File: config.mk
export PLATFORM = sky130hd
export DESIGN_NAME = irq_sb_ctrl
export DESIGN_NICKNAME = d
export VERILOG_FILES = /design/src/rtl/irq_pkg.sv /design/src/rtl/irq_prio_pick.sv /design/src/rtl/irq_sb_ctrl.sv
export SDC_FILE = /design/constraint.sdc
export NUM_CORES = 1
export LEC_CHECK = 0
export ABC_CLOCK_PERIOD_IN_PS = 1700
export CAP_MARGIN = 5
export CELL_PAD_IN_SITES_DETAIL_PLACEMENT = 0
export CELL_PAD_IN_SITES_GLOBAL_PLACEMENT = 2
export CORE_ASPECT_RATIO = 1.25
export CORE_MARGIN = 5
export CORE_UTILIZATION = 17
export DETAILED_ROUTE_END_ITERATION = 8
export PLACE_DENSITY = 0.81
export SLEW_MARGIN = 20
export SYNTH_ARGS = -nofsm -noshare
export SYNTH_HDL_FRONTEND = slang
export SYNTH_SLANG_ARGS = --single-unit
File: constraint.sdc
create_clock -name clk_i -period 1.7 [get_ports clk_i]
set_clock_uncertainty 0.05 [all_clocks]
set_input_delay 0.17 -clock clk_i [delete_from_list [all_inputs] [get_ports clk_i]]
set_output_delay 0.17 -clock clk_i [all_outputs]
set_load 0.01 [all_outputs]
File: src/rtl/irq_pkg.sv
// irq_pkg: register offsets, FSM states and CAUSE layout for irq_sb_ctrl
package irq_pkg;
    localparam logic [31:0] IRQ_MASK_OFF  = 32'h00;
    localparam logic [31:0] IRQ_PEND_OFF  = 32'h04;
    localparam logic [31:0] IRQ_CAUSE_OFF = 32'h08;
    localparam int CAUSE_VLD_BIT = 31;
    typedef enum logic [1:0] {IDLE, ACTIVE, DRAIN} irq_state_t;
endpackage

File: src/rtl/irq_prio_pick.sv
// irq_prio_pick: first set bit of vec_i searching upward from base_i, wrapping at N_SRC
module irq_prio_pick #(
    parameter int N_SRC = 8,
    parameter int ID_W  = 3
) (
    input  logic [N_SRC-1:0] vec_i,
    input  logic [ID_W-1:0]  base_i,
    output logic             any_o,
    output logic [ID_W-1:0]  id_o
);
    logic [2*N_SRC-1:0] dbl;
    logic [ID_W:0]      sum;
    always_comb begin
        dbl   = {vec_i, vec_i} >> base_i;
        any_o = 1'b0;
        sum   = '0;
        for (int i = N_SRC - 1; i >= 0; i--) begin
            if (dbl[i]) begin
                any_o = 1'b1;
                sum   = (ID_W+1)'(base_i) + (ID_W+1)'(i);
            end
        end
        if (sum >= (ID_W+1)'(N_SRC)) sum = sum - (ID_W+1)'(N_SRC);
        id_o = sum[ID_W-1:0];
    end
endmodule

File: src/rtl/irq_sb_ctrl.sv
// irq_sb_ctrl: bus-mapped interrupt controller with masking and single-winner service
// IRQ_ROUND_ROBIN_EN selects round-robin priority; otherwise lowest index wins.
module irq_sb_ctrl
    import irq_pkg::*;
#(
    parameter int N_SRC = 8,
    parameter int ID_W  = 3
) (
    input  logic             clk_i,
    input  logic             resetn_i,
    input  logic             req_i,
    input  logic             write_enable_i,
    input  logic [31:0]      addr_i,
    input  logic [31:0]      write_data_i,
    output logic [31:0]      read_data_o,
    input  logic [N_SRC-1:0] irq_src_i,
    output logic [N_SRC-1:0] irq_ret_o,
    output logic             irq_req_o,
    input  logic             irq_ret_i
);
    irq_state_t        state_q, state_d;
    logic [N_SRC-1:0]  mask_q, mask_d, ret_q, ret_d, pend;
    logic [ID_W-1:0]   id_q, id_d, base, pick_id;
    logic [31:0]       rd_q, rd_d, cause;
    logic              irq_req_q, irq_req_d, pick_any;
    logic              unused_wdata;

    assign unused_wdata = ^write_data_i;
    assign pend = irq_src_i & mask_q;

`ifdef IRQ_ROUND_ROBIN_EN
    logic [ID_W-1:0] rr_q, rr_d;
    assign base = rr_q;
    always_comb begin
        rr_d = rr_q;
        if (state_q == DRAIN)
            rr_d = (id_q == ID_W'(N_SRC - 1)) ? '0 : id_q + 1'b1;
    end
    always_ff @(posedge clk_i) rr_q <= !resetn_i ? '0 : rr_d;
`else
    assign base = '0;
`endif

    irq_prio_pick #(.N_SRC(N_SRC), .ID_W(ID_W)) u_pick (
        .vec_i (pend),
        .base_i(base),
        .any_o (pick_any),
        .id_o  (pick_id)
    );

    always_comb begin
        cause = '0;
        cause[CAUSE_VLD_BIT] = (state_q == ACTIVE);
        cause[ID_W-1:0] = id_q;
        mask_d = (req_i && write_enable_i && addr_i == IRQ_MASK_OFF) ? write_data_i[N_SRC-1:0] : mask_q;
        rd_d = rd_q;
        if (req_i && !write_enable_i)
            rd_d = (addr_i == IRQ_MASK_OFF)  ? 32'(mask_q) :
                   (addr_i == IRQ_PEND_OFF)  ? 32'(pend)   :
                   (addr_i == IRQ_CAUSE_OFF) ? cause       : '0;
        state_d   = state_q;
        id_d      = id_q;
        irq_req_d = 1'b0;
        ret_d     = '0;
        // Service completes on the core's return regardless of the source's current level or mask.
        case (state_q)
            IDLE: if (pick_any) begin
                state_d   = ACTIVE;
                id_d      = pick_id;
                irq_req_d = 1'b1;
            end
            ACTIVE: begin
                irq_req_d = !irq_ret_i;
                if (irq_ret_i) begin
                    state_d = DRAIN;
                    ret_d   = N_SRC'(1) << id_q;
                end
            end
            default: state_d = IDLE;
        endcase
    end

    always_ff @(posedge clk_i) begin
        if (!resetn_i) begin
            state_q   <= IDLE;
            id_q      <= '0;
            mask_q    <= '0;
            rd_q      <= '0;
            irq_req_q <= 1'b0;
            ret_q     <= '0;
        end else begin
            state_q   <= state_d;
            id_q      <= id_d;
            mask_q    <= mask_d;
            rd_q      <= rd_d;
            irq_req_q <= irq_req_d;
            ret_q     <= ret_d;
        end
    end

    assign read_data_o = rd_q;
    assign irq_req_o   = irq_req_q;
    assign irq_ret_o   = ret_q;
endmodule

==> results.toml, run 1 <==
[pwr]
total_power_uw = 1800
pwr_density_cell_nw_per_um2 = 690
p_leak_uw = 0.000942
vdd_drop_max_v = 0.000288

[finish]
syn2layout_area_growth_pct = 65.1
ff_latch_area_sq_um = 621
fill_cells = 972
multiInputGateArea_sq_um = 857
final_nets = 343
drive_above_1_share_pct = 12.4
diodes = 0

[routing]
wl_per_cell_um = 12.4
via_count = 1477
vias_per_cell = 3.80
finalWirelength_um = 4830
drc = 0
first_pass_iters = 4
ant_nets = 0
drt_iter0_drc = 30

[timing]
max_freq_mhz = 609
post-route-period-util_pct = 96.5
setup_viol_count_final = 0
setup_tns_ps = 0
finalHoldViolCount = 0
grt_setup_unrepaired = "yes"
finalWorstSetupSlack_ps = 58.9
drv_slew = 0
period_needed_ps = 1640

[worst_setup_path]
critPathCaptureType = "register"
crit_buf_inv = 2
required_ps = 1870
crit_arrival_ps = 1810
max_stage_delay_ps = 440
crit_family = "simple AND/OR/NAND/NOR gates"
crit_slowest_cell = "clkdlybuf4s50_1"
crit_path_max_fanout = 4
path_cells = "clkdlybuf4s50_1 -> nor4_2 -> nand4_2 -> buf_4 -> o41ai_1 -> and2_1"
start_kind = "input port"
crit_type = "input port to register"

[synthesis]
ys_ff_latch = 31
synth_warnings = 0
synth_common_cells = "37 x nand2_1, 31 x dfxtp_1, 23 x buf_4"
synthCells = 181
async_flop_share_pct = 0
yosysMostFrequentCell = "nand2_1"
yosysSeqAreaShare_pct = 39.3
synth-edff-count = 0
synth_top_area_cell = "dfxtp_1"
synth.distinct_cells = 33
avgSynthCellArea_sq_um = 8.72
netlist_area_sq_um = 1580
ys_top_cells_by_area = "dfxtp_1 39%, buf_4 11%, nand2_1 8.8%"
ys.flop_type = "dfxtp_1"
netlist.area_leader.share_pct = 39.3

[cts]
clock-sinks = 31
insertion_delay_ps = 270
tritoncts = "done"
ctsLongestPathBuffers = 2
path_clk_slew_ps = 50
cts-root-buf = "clkbuf_16"
htreeDepth = 2
cts_made_buffers = 5

[floorplan]
die_x_um = 96.2
start_util_pct = 17.3
fp.dieArea_sq_um = 11300
io_pins = 118
fp.dieH_um = 118
num_rows = 39
core-area_sq_um = 9130

[min_path]
hp-class = "input port to register"

[grt]
grt_max_degree = 24
grt_pass1_wl_um = 7370
grt_pass1_vias = 1455
antenna_found_initial = 0
globalRouteOverflowTotal = 0
grtUsageTotal_pct = 8.57

[run]
maxCapViolations = 0

[run_status]
status = "finished clean"

[placement]
port_buffers = 70
post-dp-hpwl_um = 4050
place_congestion = 0.835
place_ws_ps = -257
sequential cells by signal (all words and copies together) (netlist names):
signal and flops:
mask_q 8, irq_ret_o 8, state_q 2, id_q 3
irq_req_o 1, read_data_o 9
tightest hold or removal path: cells and delay by family:
| family | cells | cell delay, ps |
|---|---|---|
| buffers and inverters | 1 | 390 |
| AND/OR/NAND/NOR | 1 | 50 |
| multiplexers | 1 | 50 |
area by class of cell:
cell class | instances | area share [%]
multi-input cells | 141 | 32.9
repair buffers | 83 | 31.3
flip-flops and latches | 31 | 23.8
well taps | 123 | 5.91
clock buffers | 6 | 5.33
inverters | 4 | 0.576
clock inverters | 1 | 0.192
final timing paths:
path              cells past startpoint                   startpoint                      endpoint  slack (ps)
setup / recovery                      6                   addr_i[31]   read_data_o[2]$_SDFFE_PN0P_          60
hold / removal                        3              write_data_i[1]        mask_q[1]$_SDFFE_PN0P_         400
setup reg to reg                      4      state_q[0]$_SDFFE_PN0P_  read_data_o[31]$_SDFFE_PN0P_         190
hold reg to reg                       2  read_data_o[7]$_SDFFE_PN0P_   read_data_o[7]$_SDFFE_PN0P_         410
per-stage QoR:
step / util (%) / hold WS [ps] / std cells / instance area [sq um]
global placement: 26.6 / 395 / 381 / 2430
finish: 28.5 / 399 / 389 / 2610
detailed placement: 26.6 / 394 / 381 / 2430
global route: 28.5 / 422 / 389 / 2610
CTS: 28.2 / 394 / 388 / 2570
floorplan: - / 262 / 203 / 1660
kinds of logic after synthesis:
| logic type | count (synthesis) | share of synthesized area, % |
|---|---|---|
| multiplexers | 8 | 5.08 |
| flip-flops | 31 | 39.3 |
| AND/OR/NAND/NOR | 75 | 26.3 |
| buffers and inverters | 31 | 12.9 |
| AO/OA/AOI/OAI | 35 | 16.1 |
| other | 1 | 0.238 |
layout by cell type, fill, tap and decap left out, types with 2 or more instances in the layout:
| master | netlist | routed |
|---|---|---|
| and2_1 | 4 | 4 |
| dfxtp_1 | 31 | 31 |
| a22o_1 | 4 | 4 |
| buf_4 | 23 | 11 |
| a21oi_1 | 2 | 2 |
| o21ai_0 | 8 | 8 |
| o31ai_1 | 7 | 6 |
| nor2b_1 | 2 | 2 |
| inv_1 | 4 | 4 |
| o41ai_1 | 4 | 3 |
| clkbuf_16 | 0 | 5 |
| nand4_2 | 2 | 2 |
| a21boi_0 | 2 | 2 |
| a32oi_1 | 3 | 3 |
| nand2_1 | 37 | 37 |
| clkdlybuf4s50_1 | 0 | 70 |
| mux2i_1 | 8 | 8 |
| nor2_1 | 8 | 8 |
| nand2b_1 | 6 | 6 |
| nor3_1 | 2 | 2 |
| a32o_1 | 2 | 2 |
| conb_1 | 1 | 23 |
| a31oi_1 | 2 | 2 |
| nor4_2 | 6 | 7 |
timing repair:
action | in CTS | in global routing
endpoints found under the setup margin | 0 | 12
gates resized for setup | 0 | 5
hold buffers | 0 | 0
buffers inserted | 0 | 1
where the power goes:
group          leakage (uW)  switching (uW)  total (uW)  internal [uW]
registers          0.000250    0.0000000361         728            728
logic              0.000620            85.7         214            128
clock network     0.0000727             287         856            569
total              0.000942             373        1800           1430
layer usage:
| layer | vias to the layer above | GRT usage, % | part of all wire [%] |
|---|---|---|---|
| li1 | 765 | - | - |
| met1 | 649 | 8.90 | 37 |
| met2 | 55 | 14.5 | 51 |
| met3 | 8 | 3.01 | 9.4 |
| met4 | 0 | 4.98 | 3.1 |
| met5 | - | 0 | 0 |
Power figures use the tool's default switching activity.
==> inputs of run 2 (changes only) <==
- CORE_ASPECT_RATIO: 1.25 -> 1.2
==> run 2 against run 1 <==
Net effect: via count is 1.5% higher; register-to-register slack better by 40 ps; largest power group unchanged; critical path depth is 1 lower; first-iteration DRC count stayed put; combinational power is 4% higher; sequential cell count stayed put; count of clock-buffer cells in the layout stayed put.
==> results.toml, run 2 (synthesis gave the netlist of run 1 again) <==
[grt]
grt_pass1_vias = 1476
globalRouteOverflowTotal = 0
antenna_found_initial = 0
grt_pass1_wl_um = 7360
grtUsageTotal_pct = 8.25
grt_max_degree = 17

[finish]
largest_register_ffs = 9
diodes = 0
final_common_cell = "clkdlybuf4s50_1"
final_nets = 345
syn2layout_area_growth_pct = 64.0
fill_cells = 963
final_area_sq_um = 2590
final_cell_mix = "70 x clkdlybuf4s50_1, 37 x nand2_1, 31 x dfxtp_1, 23 x conb_1, 14 x buf_4"
drive_above_1_share_pct = 13.0

[pwr]
p_leak_uw = 0.000938
pwr_density_cell_nw_per_um2 = 653
vdd_drop_max_v = 0.000288

[cts]
tritoncts = "done"
cts_setup_buffers = 0
clock-sinks = 31
path_clk_slew_ps = 60
cts-root-buf = "clkbuf_8"
insertion_delay_ps = 280
cts_made_buffers = 5
htreeDepth = 2
cts_hold_buf = 0
ctsLongestPathBuffers = 2

[routing]
drt_iter0_drc = 30
ant_nets = 0
first_pass_iters = 4
finalWirelength_um = 4850
drc = 0
vias_per_cell = 3.85
wl_per_cell_um = 12.5
via_count = 1499

[floorplan]
io_pins = 118
die_x_um = 97.9
num_rows = 38
fp.dieH_um = 116
core-area_sq_um = 9080
fp.dieArea_sq_um = 11300
start_util_pct = 17.4

[placement]
port_buffers = 70
place_ws_ps = -221
placed_area_sq_um = 2450
post-dp-hpwl_um = 4010
place_congestion = 0.897

[timing]
fin_hold_ws_ps = 411
period_needed_ps = 1620
grt_setup_unrepaired = "yes"
setup_viol_count_final = 0
finalWorstSetupSlack_ps = 76.7
finalHoldViolCount = 0
drv_slew = 0
post-route-period-util_pct = 95.5
max_freq_mhz = 616

[worst_setup_path]
critPathCaptureType = "register"
crit_arrival_ps = 1790
required_ps = 1860
start_kind = "input port"
crit_type = "input port to register"
crit_path_max_fanout = 4
reg2reg_depth = 5

[min_path]
hold_depth = 2
hp-class = "register to register"

[run]
maxCapViolations = 0

[run_status]
status = "finished clean"
run 2: cell types whose count changed in the layout (fill, tap and decap cells not counted), sizes merged:
cell    delta
bufinv     +1
buf        +2
run 2: area by class of cell:
class	count	area [sq um]	area share [%]
clock inverters	2	35.0	1.35
well taps	120	150	5.80
multi-input cells	141	858	33.2
flip-flops and latches	31	621	24.0
clock buffers	6	82.6	3.19
inverters	4	15.0	0.580
repair buffers	85	826	31.9
run 2: per-layer routing:
layer	part of all wire [%]	GRT usage, %	vias up
li1	-	-	772
met1	41	9.37	655
met2	49	13.9	64
met3	6.7	2.41	8
met4	2.6	4.62	0
met5	0	0	-
run 2: final timing paths:
kind	slack [ps]	from	endpoint
worst max-delay path	80	addr_i[16]	read_data_o[31]$_SDFFE_PN0P_
worst min-delay path	410	read_data_o[3]$_SDFFE_PN0P_	read_data_o[3]$_SDFFE_PN0P_
worst max register to register	230	mask_q[3]$_SDFFE_PN0P_	id_q[0]$_SDFFE_PN0P_
worst min register to register	410	read_data_o[3]$_SDFFE_PN0P_	read_data_o[3]$_SDFFE_PN0P_
run 2: power breakdown:
part	switching (uW)	leakage (uW)	internal [uW]	total [uW]
Clock	267	0.0000612	474	741
Sequential	0.0000000369	0.000250	726	726
Combinational	91.0	0.000627	132	223
run 2: repair_timing:
item                       in CTS  in global routing
setup endpoints to repair       0                  6
resized for setup               0                  3
hold endpoints to repair        0                  0
run 2: worst max-delay path: stages:
cell,delay (ps)
clkdlybuf4s50_1,420
nor4_2,310
nand4_2,210
or4_1,530
a21boi_1,140
run 2: through the flow:
step | TNS [ps] | utilization [%] | instances | power, uW
after floorplan | 0 | - | 203 | 840
after global placement | -3120 | 26.9 | 381 | 959
after detailed placement | -3090 | 26.9 | 381 | 959
after CTS | 0 | 28.2 | 389 | 1710
after global routing | -107 | 28.5 | 389 | 1770
final | 0 | 28.5 | 389 | 1690
==> inputs of run 3 (changes only) <==
- CTS_CLUSTER_SIZE: not set -> 28
- TNS_END_PERCENT: not set -> 10
==> run 3 against run 2 <==
Net effect: core utilization is the same; power about the same; sequential cell count unchanged; via count up 0.33%; register-to-register slack is essentially flat.
==> results.toml, run 3 (synthesis gave the netlist of run 1 again) <==
[worst_setup_path]
crit_buf_inv = 2
crit_arrival_ps = 1790
required_ps = 1870
crit_path_max_fanout = 4
start_kind = "input port"
crit_slowest_cell = "clkdlybuf4s50_1"
crit_type = "input port to register"
path_cells = "clkdlybuf4s50_1 -> nor4_2 -> nand4_2 -> buf_4 -> o41ai_1 -> and2_1"
max_stage_delay_ps = 420
critPathCaptureType = "register"
crit_family = "simple AND/OR/NAND/NOR gates"

[timing]
max_freq_mhz = 618
setup_viol_count_final = 0
finalHoldViolCount = 0
period_needed_ps = 1620
post-route-period-util_pct = 95.2
grt_setup_unrepaired = "yes"
setup_tns_ps = 0
drv_slew = 0

[cts]
clock-sinks = 31
tritoncts = "done"
insertion_delay_ps = 280
cts-root-buf = "clkbuf_8"
ctsLongestPathBuffers = 2
cts_made_buffers = 5
htreeDepth = 2
path_clk_slew_ps = 70
cts_hold_buf = 0

[routing]
vias_per_cell = 3.87
drc = 0
finalWirelength_um = 4840
first_pass_iters = 4
via_count = 1504
wl_per_cell_um = 12.4
ant_nets = 0
drt_iter0_drc = 22

[placement]
post-dp-hpwl_um = 4010
place_congestion = 0.897
port_buffers = 70
placed_area_sq_um = 2450

[finish]
final_area_sq_um = 2590
drive_above_1_share_pct = 13.0
syn2layout_area_growth_pct = 64.0
diodes = 0
largest_register_ffs = 9
final_cell_mix = "70 x clkdlybuf4s50_1, 37 x nand2_1, 31 x dfxtp_1, 23 x conb_1, 14 x buf_4"
final_nets = 345
final_common_cell = "clkdlybuf4s50_1"

[pwr]
vdd_drop_max_v = 0.000288
p_leak_uw = 0.000938
pwr_density_cell_nw_per_um2 = 653

[grt]
grt.busiest_layer = "met2"
grt_pass1_wl_um = 7360
grt_max_degree = 17
grtUsageTotal_pct = 8.25
grt.met3_usage_pct = 2.41
globalRouteOverflowTotal = 0
met1_usage_pct = 9.37
grt_use_met2_pct = 13.9
grt_pass1_vias = 1476
antenna_found_initial = 0

[floorplan]
die_x_um = 97.9
io_pins = 118
fp.dieArea_sq_um = 11300
core-area_sq_um = 9080
num_rows = 38
start_util_pct = 17.4
fp.dieH_um = 116

[min_path]
hp-class = "input port to register"

[run]
maxCapViolations = 0

[run_status]
status = "finished clean"
[run 3: cell counts in the layout (fill, tap and decap cells not counted)]
No cell type changed its count.
[run 3: per-stage QoR]
stage / hold slack, ps / util (%) / power [uW] / std cells / worst slack [ps]
final: 411 / 28.5 / 1690 / 389 / 80.8
after global routing: 424 / 28.5 / 1770 / 389 / -29.8
after CTS: 414 / 28.2 / 1710 / 389 / 81.1
after detailed placement: 403 / 26.9 / 959 / 381 / -221
after global placement: 393 / 26.9 / 959 / 381 / -229
after floorplan: 262 / - / 840 / 203 / 260
[run 3: final timing paths]
kind,startpoint,to,slack (ps),depth (start not counted)
worst min register to register,read_data_o[3]$_SDFFE_PN0P_,read_data_o[3]$_SDFFE_PN0P_,410,2
worst max register to register,mask_q[3]$_SDFFE_PN0P_,id_q[0]$_SDFFE_PN0P_,230,5
worst min-delay path,write_data_i[2],mask_q[2]$_SDFFE_PN0P_,410,3
worst max-delay path,addr_i[16],read_data_o[1]$_SDFFE_PN0P_,80,6
[run 3: cell type report]
cell class / count / area [sq um]
multi-input combinational: 141 / 858
sequential: 31 / 621
tap: 120 / 150
fill: 963 / 6490
inverter: 4 / 15.0
clock buffer: 6 / 82.6
clock inverter: 2 / 35.0
timing repair buffer: 85 / 826
[run 3: what timing repair did]
action / CTS / global route
endpoints found under the setup margin: 0 / 6
gates resized for setup: 0 / 3
buffers inserted: 0 / 0
[run 3: layer usage]
metal / up-vias / routed length [um]
met1: 655 / 1940
met4: 0 / 125
met5: - / 0
met2: 67 / 2400
li1: 774 / -
met3: 8 / 380
[run 3: where the power goes]
part,total (uW),switching [uW],leakage (uW),internal (uW)
clock,742,268,0.0000612,474
sequential,726,0.0000000370,0.000250,726
combinational,223,90.8,0.000627,132
[run 3: worst min-delay path, stage by stage]
cell	delay, ps
clkdlybuf4s50_1	410
nand2_1	60
mux2i_1	50
